==> src/rtl/mem_arbiter.sv <==
`default_nettype none
// ============================================================================
// Module   : mem_arbiter
// Purpose  : Two-port (I-cache / D-cache) arbiter in front of a single shared
//            line-wide memory port. Grants are registered; each transaction
//            ends with one dead DONE cycle before the next arbitration.
// Options  : MEM_ARB_RR_EN - when defined, simultaneous requests are resolved
//            round-robin with a 1-bit pointer; otherwise the D-cache always
//            wins.
// Revision : 1.0 - initial release
// ============================================================================
module mem_arbiter #(
  parameter int ADDR_W = 28,
  parameter int LINE_W = 128
) (
  input  logic              clk,
  input  logic              rst,
  // I-cache port
  input  logic              i_read,
  input  logic [ADDR_W-1:0] i_addr,
  output logic [LINE_W-1:0] i_rdata,
  output logic              i_ready,
  // D-cache port
  input  logic              d_read,
  input  logic              d_write,
  input  logic [ADDR_W-1:0] d_addr,
  input  logic [LINE_W-1:0] d_wdata,
  output logic [LINE_W-1:0] d_rdata,
  output logic              d_ready,
  // Shared memory port
  output logic              mem_read,
  output logic              mem_write,
  output logic [ADDR_W-1:0] mem_addr,
  output logic [LINE_W-1:0] mem_wdata,
  input  logic [LINE_W-1:0] mem_rdata,
  input  logic              mem_ready,
  // Status
  output logic              busy
);

  localparam logic [1:0] c_IDLE  = 2'd0;
  localparam logic [1:0] c_GNT_I = 2'd1;
  localparam logic [1:0] c_GNT_D = 2'd2;
  localparam logic [1:0] c_DONE  = 2'd3;

  logic [1:0]        r_state;
  logic              r_mem_read;
  logic              r_mem_write;
  logic [ADDR_W-1:0] r_mem_addr;
  logic [LINE_W-1:0] r_mem_wdata;

  logic              w_req_i;
  logic              w_req_d;
  logic              w_pick_d;
  logic              w_i_done;
  logic              w_d_done;

  assign w_req_i  = i_read;
  assign w_req_d  = d_read | d_write;
  // mem_ready only counts while a grant is actually outstanding
  assign w_i_done = (r_state == c_GNT_I) && mem_ready;
  assign w_d_done = (r_state == c_GNT_D) && mem_ready;

`ifdef MEM_ARB_RR_EN
  // r_ptr_d=1 means the D-cache wins the next tie; flips after every completion
  logic r_ptr_d;

  // Round-robin pointer: hand priority to the side that was not just served
  always_ff @(posedge clk or negedge rst) begin
    if (!rst) begin
      r_ptr_d <= 1'b1;
    end else if (w_d_done) begin
      r_ptr_d <= 1'b0;
    end else if (w_i_done) begin
      r_ptr_d <= 1'b1;
    end
  end

  assign w_pick_d = w_req_d && (!w_req_i || r_ptr_d);
`else
  assign w_pick_d = w_req_d;
`endif

  // Arbitration FSM and registered memory request fields
  always_ff @(posedge clk or negedge rst) begin
    if (!rst) begin
      r_state     <= c_IDLE;
      r_mem_read  <= 1'b0;
      r_mem_write <= 1'b0;
      r_mem_addr  <= '0;
      r_mem_wdata <= '0;
    end else begin
      case (r_state)
        c_IDLE: begin
          if (w_pick_d) begin
            // A read+write collision is served as a write-back
            r_state     <= c_GNT_D;
            r_mem_write <= d_write;
            r_mem_read  <= ~d_write;
            r_mem_addr  <= d_addr;
            r_mem_wdata <= d_write ? d_wdata : '0;
          end else if (w_req_i) begin
            r_state     <= c_GNT_I;
            r_mem_read  <= 1'b1;
            r_mem_write <= 1'b0;
            r_mem_addr  <= i_addr;
            r_mem_wdata <= '0;
          end
        end
        c_GNT_I, c_GNT_D: begin
          // Request fields stay frozen until memory answers, even if the
          // requester lets go early
          if (mem_ready) begin
            r_state     <= c_DONE;
            r_mem_read  <= 1'b0;
            r_mem_write <= 1'b0;
          end
        end
        c_DONE: begin
          // Dead cycle so the finished requester can drop its request
          r_state <= c_IDLE;
        end
        default: begin
          r_state     <= c_IDLE;
          r_mem_read  <= 1'b0;
          r_mem_write <= 1'b0;
        end
      endcase
    end
  end

  assign mem_read  = r_mem_read;
  assign mem_write = r_mem_write;
  assign mem_addr  = r_mem_addr;
  assign mem_wdata = r_mem_wdata;

  assign i_ready = w_i_done;
  assign d_ready = w_d_done;
  assign i_rdata = w_i_done ? mem_rdata : '0;
  // Write grants return no data to the D-cache
  assign d_rdata = (w_d_done && r_mem_read) ? mem_rdata : '0;
  assign busy    = (r_state != c_IDLE);

endmodule
`default_nettype wire
==> config.mk <==
export PLATFORM = sky130hd
export DESIGN_NAME = mem_arbiter
export DESIGN_NICKNAME = d
export VERILOG_FILES = /design/src/rtl/mem_arbiter.sv
export SDC_FILE = /design/constraint.sdc
export NUM_CORES = 1
export LEC_CHECK = 0
export CAP_MARGIN = 15
export CORE_AREA = 2 2 283 285
export DETAILED_ROUTE_END_ITERATION = 6
export DIE_AREA = 0 0 285 287
export DONT_BUFFER_PORTS = 1
export SLEW_MARGIN = 20
export SYNTH_ARGS = -nofsm -noshare
export SYNTH_HDL_FRONTEND = slang
export SYNTH_SLANG_ARGS = --single-unit
export TNS_END_PERCENT = 1
==> constraint.sdc <==
create_clock -name clk -period 1.7 [get_ports clk]
set_input_delay 0.255 -clock clk [delete_from_list [all_inputs] [get_ports clk]]
set_output_delay 0.255 -clock clk [all_outputs]
set_load 0.02 [all_outputs]
==> impl_metrics.env, run 1 <==
export IMPL_wire_per_inst_um=28.4
export IMPL_synth_compound_area_share_pct=2.48
export IMPL_cts_tree="done"
export IMPL_yosysUniqueCellTypes=24
export IMPL_min_period_ps=2150
export IMPL_syn_area_mm2=0.00841
export IMPL_synth_seq_cells=160
export IMPL_port_buffer_count=0
export IMPL_dpl_hpwl_um=50400
export IMPL_worst_path_buf_inv=3
export IMPL_synth_edf_count=0
export IMPL_power_total_mw=20.0
export IMPL_worst_setup_path_end_kind="primary output"
export IMPL_rsz0062_at_grt="yes"
export IMPL_rows=103
export IMPL_ir_worst_vdd_uv=879
export IMPL_ant_nets=0
export IMPL_violations="hold timing, setup timing"
export IMPL_die_h_um=287
export IMPL_avgSynthCellArea_um2=8.36
export IMPL_drv_slew=0
export IMPL_synthFlopType="dfrtp_1"
export IMPL_cp_data_required_time_ps=1440
export IMPL_yosysTopAreaCell="dfrtp_1"
export IMPL_cts_hold_buf=176
export IMPL_synth_cells=1006
export IMPL_path_class="register to primary output"
export IMPL_skew_ps=7.77
export IMPL_drive_above_1_share_pct=29.9
export IMPL_clkSinkCount=160
export IMPL_hold_path_class="input pin to asynchronous set/reset pin"
export IMPL_layout_commonest_cell="nand2_1"
export IMPL_fin_area_mm2=0.0139
export IMPL_worstMarginPinSlew_ps=966
export IMPL_slew_headroom_pct=35.4
export IMPL_crit_path_cell_trace="inv_2 -> ha_4 -> and3_4 -> buf_12 -> clkbuf_16 -> and2_2"
export IMPL_synth_xor_area_share_pct=0
export IMPL_clockBufferDepth=2
export IMPL_synth_top_family_by_area="simple AND/OR/NAND/NOR gates"
export IMPL_cts_reportedPaths_clkPinSlew_ps=70
export IMPL_stdcell_count=2296
export IMPL_post_place_ws_ps=-138
export IMPL_setup_viol=344
export IMPL_drv_cap=0
export IMPL_dr_first_iter_drc_count=432
export IMPL_overflow=0
export IMPL_fin_crit_sh_pct=126
export IMPL_viasPerCell=3.82
export IMPL_fmax_mhz=466
export IMPL_wl_um=65200
export IMPL_clkLatencyLatePin_ps=460
export IMPL_dpl_cell_count=2057
export IMPL_worstPathArrival_ps=1890
export IMPL_synth_net_count=1328
export IMPL_holdWs_ps=-513
export IMPL_crit_slowest_cell="dfrtp_1"
export IMPL_setup_tns_ps=-95050
export IMPL_crit_path_start_kind="register"
export IMPL_worstPathMaxFanout=32
export IMPL_die_width_um=285
export IMPL_synthMuxAreaShare_pct=3.82
export IMPL_start_util_pct=10.7
export IMPL_htreeDepth=4
export IMPL_hold_violations=160
export IMPL_root_buffer="clkbuf_16"
export IMPL_vias=8782
export IMPL_grt_pass1_vias=8237
export IMPL_status="complete, but fails checks"
export IMPL_finalNetCount=1536
export IMPL_core_mm2=0.0786
export IMPL_yosys_warnings=0
export IMPL_grt_usage_pct=14.9
export IMPL_place_congestion=0.897
export IMPL_firstDrtPassIters=4
export IMPL_drc=0
export IMPL_fin_ws_ps=-445
export IMPL_cts_buffers=17
export IMPL_postPlaceCellArea_mm2=0.0107
export IMPL_num_io_pins=735
export IMPL_synth_top_cells_by_area="dfrtp_1, nand2_1, and2_1"
export IMPL_die_area_mm2=0.0818
export IMPL_antenna_found_initial=58
export IMPL_leakage_nw=6.56
export IMPL_grt_max_degree=161
export IMPL_max_stage_delay_ps=400
export IMPL_p_per_area_mw_per_mm2=1430
export IMPL_grt_pass1_wl_um=80000
export IMPL_synthArstFlopShare_pct=100
export IMPL_syn2layout_area_growth_pct=65.4
export IMPL_synth_adder_area_share_pct=0.595
export IMPL_yosys_area_share_simple_pct=39.8
export IMPL_yosys_area_top_type_share_pct=47.6
export IMPL_final_cell_mix="nand2_1, dlygate4sd3_1, dfrtp_1"
export IMPL_ys_seq_area_share_pct=47.6
export IMPL_critPathTopFamily="buffers and inverters"
-- per-stage QoR --
| step | hold WS (ps) | util [%] |
|---|---|---|
| 2_1_floorplan | -40.6 | - |
| 3_3_place_gp | -36.1 | 13.7 |
| 3_5_place_dp | -36.6 | 13.7 |
| 4_1_cts | -546 | 17.1 |
| 5_1_grt | -541 | 17.7 |
| 6_report | -513 | 17.7 |
-- flip-flops by register name, indices dropped and copies added, names as in the netlist --
name	flops
mem_wdata	128
mem_addr	28
r_state	2
mem_read	1
mem_write	1
-- cell type report --
class / instances / area [um^2]
fillers: 8655 / 64700
inverters: 4 / 15.0
clock inverters: 15 / 205
clock buffers: 17 / 425
diodes: 19 / 47.5
repair buffers: 284 / 3530
well taps: 1050 / 1310
multi-input cells: 747 / 4380
flip-flops and latches: 160 / 4010
-- path summary, 6_finish.rpt --
path / start / to / slack [ps] / cells after the start
worst max-delay path: r_state[0] / d_rdata[107] / -450 / 6
worst min-delay path: rst / mem_addr[27] / -510 / 0
worst min register to register: r_state[1] / r_state[1] / 590 / 1
min in group clk: d_addr[16] / mem_addr[16] / 30 / 2
worst max register to register: r_state[0] / mem_wdata[111] / -100 / 9
max in group asynchronous: rst / mem_wdata[54] / 1930 / 0
-- Yosys cell counts, types with 6 or more instances --
cell type,number
mux2i_1,31
o21ai_0,28
and2_1,130
buf_6,6
buf_2,11
nand2_1,284
clkbuf_1,66
and3_1,129
nand3_1,128
dfrtp_1,160
buf_4,12
-- metal layers --
| layer | share of wire, % | global-route usage [%] | wire, um |
|---|---|---|---|
| met5 | 0.27 | 0 | 175 |
| met4 | 2.7 | 4.29 | 1750 |
| met3 | 8.1 | 4.35 | 5270 |
| met2 | 55 | 28.9 | 35800 |
| met1 | 34 | 15.2 | 22200 |
-- cells by family after synthesis --
group | count (synthesis)
compound gates | 35
buf+inv | 99
mux | 32
simple gates | 676
flops | 160
fa+ha+maj | 4
-- power by group --
part           internal, mW  switching [mW]
Clock                  2.15            1.97
Sequential             5.31            3.24
Combinational          3.05            4.23
Total                  10.5            9.44
-- timing repair --
action                                  CTS  global route
pin swaps                                 0            79
gates resized for setup                 192           117
gates cloned                              1             7
setup buffers                             0             4
endpoints found under the hold margin   309           160
endpoints found under the setup margin  272           370
(Power assumes the default switching activity.)
==> inputs of run 2 (changes only) <==
--- a/config.mk
+++ b/config.mk
@@ -5,11 +5,13 @@
 export SDC_FILE = /design/constraint.sdc
 export NUM_CORES = 1
 export LEC_CHECK = 0
+export ABC_CLOCK_PERIOD_IN_PS = 1700
 export CAP_MARGIN = 15
 export CORE_AREA = 2 2 283 285
 export DETAILED_ROUTE_END_ITERATION = 6
 export DIE_AREA = 0 0 285 287
 export DONT_BUFFER_PORTS = 1
+export PLACE_DENSITY = 0.3
 export SLEW_MARGIN = 20
 export SYNTH_ARGS = -nofsm -noshare
 export SYNTH_HDL_FRONTEND = slang
==> run 2 against run 1 <==
The flow still finishes with violations (hold timing, setup timing); routed wire length down 16%; register-to-register slack better by 130 ps; first-iteration DRC count increased by 18%; maximum frequency increased by 2.1%; largest cell class unchanged.
==> impl_metrics.env, run 2 (synthesized netlist as in run 1, its figures left out) <==
export IMPL_dpl_hpwl_um=41700
export IMPL_setup_tns_ps=-82440
export IMPL_port_buffer_count=0
export IMPL_num_io_pins=735
export IMPL_drive_above_1_share_pct=29.3
export IMPL_worstPathArrival_ps=1850
export IMPL_crit_path_start_kind="register"
export IMPL_htreeDepth=4
export IMPL_root_buffer="clkbuf_16"
export IMPL_hold_violations=160
export IMPL_cts_hold_buf=181
export IMPL_fin_ws_ps=-401
export IMPL_violations="hold timing, setup timing"
export IMPL_utilization_pct=16.6
export IMPL_final_cell_mix="nand2_1, dlygate4sd3_1, dfrtp_1"
export IMPL_clockBufferDepth=2
export IMPL_worst_setup_path_end_kind="primary output"
export IMPL_antenna_found_initial=42
export IMPL_finalNetCount=1489
export IMPL_overflow=0
export IMPL_rows=103
export IMPL_largest_reg_flops=128
export IMPL_fin_area_mm2=0.0131
export IMPL_drv_cap=0
export IMPL_layout_commonest_cell="nand2_1"
export IMPL_clkLatencyLatePin_ps=490
export IMPL_start_util_pct=10.7
export IMPL_die_area_mm2=0.0818
export IMPL_fin_crit_sh_pct=124
export IMPL_ant_nets=0
export IMPL_min_period_ps=2100
export IMPL_die_width_um=285
export IMPL_postPlaceCellArea_mm2=0.00977
export IMPL_vias=8223
export IMPL_worstMarginPinSlew_ps=858
export IMPL_p_per_area_mw_per_mm2=1480
export IMPL_drc=0
export IMPL_grt_pass1_wl_um=70200
export IMPL_power_total_mw=19.3
export IMPL_slew_headroom_pct=42.6
export IMPL_holdWs_ps=-552
export IMPL_viasPerCell=3.65
export IMPL_skew_ps=27.8
export IMPL_firstDrtPassIters=4
export IMPL_grt_max_degree=161
export IMPL_wl_um=54700
export IMPL_drv_slew=0
export IMPL_status="complete, but fails checks"
export IMPL_path_class="register to primary output"
export IMPL_core_mm2=0.0786
export IMPL_hold_path_class="input pin to asynchronous set/reset pin"
export IMPL_worstPathMaxFanout=16
export IMPL_wire_per_inst_um=24.3
export IMPL_cts_tree="done"
export IMPL_grt_usage_pct=12.6
export IMPL_grt_pass1_vias=7988
export IMPL_dr_first_iter_drc_count=510
export IMPL_rsz0062_at_grt="yes"
export IMPL_cts_buffers=17
export IMPL_syn2layout_area_growth_pct=55.2
export IMPL_setup_viol=258
export IMPL_ir_worst_vdd_uv=622
export IMPL_cp_data_required_time_ps=1440
export IMPL_leakage_nw=6.15
export IMPL_clkSinkCount=160
export IMPL_place_congestion=0.939
export IMPL_fmax_mhz=476
export IMPL_cts_reportedPaths_clkPinSlew_ps=90
export IMPL_die_h_um=287
-- run 2: what timing repair did --
| action | 4_1_cts | 5_1_grt |
|---|---|---|
| setup endpoints to repair | 259 | 367 |
| buffers inserted | 2 | 4 |
| hold endpoints to repair | 313 | 160 |
| gates cloned | 3 | 6 |
| resized for setup | 287 | 75 |
| pin swaps | 26 | 4 |
-- run 2: layout make-up --
class / instances / area [um^2]
flip-flops and latches: 160 / 4000
clock inverters: 15 / 204
inverters: 4 / 17.5
multi-input cells: 747 / 4420
fillers: 8832 / 65600
clock buffers: 17 / 425
diodes: 20 / 50.0
repair buffers: 237 / 2620
well taps: 1050 / 1310
-- run 2: stage by stage --
stage,cells,setup WS (ps)
after global routing,2240,-497
after floorplan,1006,65.6
after global placement,2003,-89.6
after CTS,2221,-507
after detailed placement,2003,-136
final,2250,-401
-- run 2: final timing paths --
| kind | startpoint | to | slack (ps) | cells past startpoint |
|---|---|---|---|---|
| worst min-delay path | rst | mem_wdata[102] | -550 | 0 |
| worst max register to register | r_state[1] | mem_wdata[42] | 30 | 8 |
| worst max-delay path | r_state[1] | d_rdata[25] | -400 | 6 |
| worst min register to register | mem_wdata[45] | mem_wdata[45] | 610 | 2 |
| min in group clk | i_addr[18] | mem_addr[18] | 30 | 2 |
| max in group asynchronous | rst | mem_addr[23] | 2010 | 0 |
-- run 2: worst max-delay path, stage by stage, from the launching register on --
cell and delay [ps]:
dfrtp_1 430, ha_4 180, and3_4 160, buf_4 140
buf_12 140, and2_1 160, buf_4 150
-- run 2: report_power, final --
group          leakage [nW]  switching [mW]  internal [mW]
Clock                 0.302            2.12           2.03
Sequential             2.06            3.26           5.30
Combinational          3.79            3.98           2.65
Total                  6.15            9.35           9.98
-- run 2: per-layer routing --
layer  wire length (um)  GRT usage [%]  part of all wire, %
met5                 55              0                 0.10
met4               1110           3.57                  2.0
met3               5050           5.00                  9.2
met2              29800           23.8                   54
met1              18700           12.8                   34
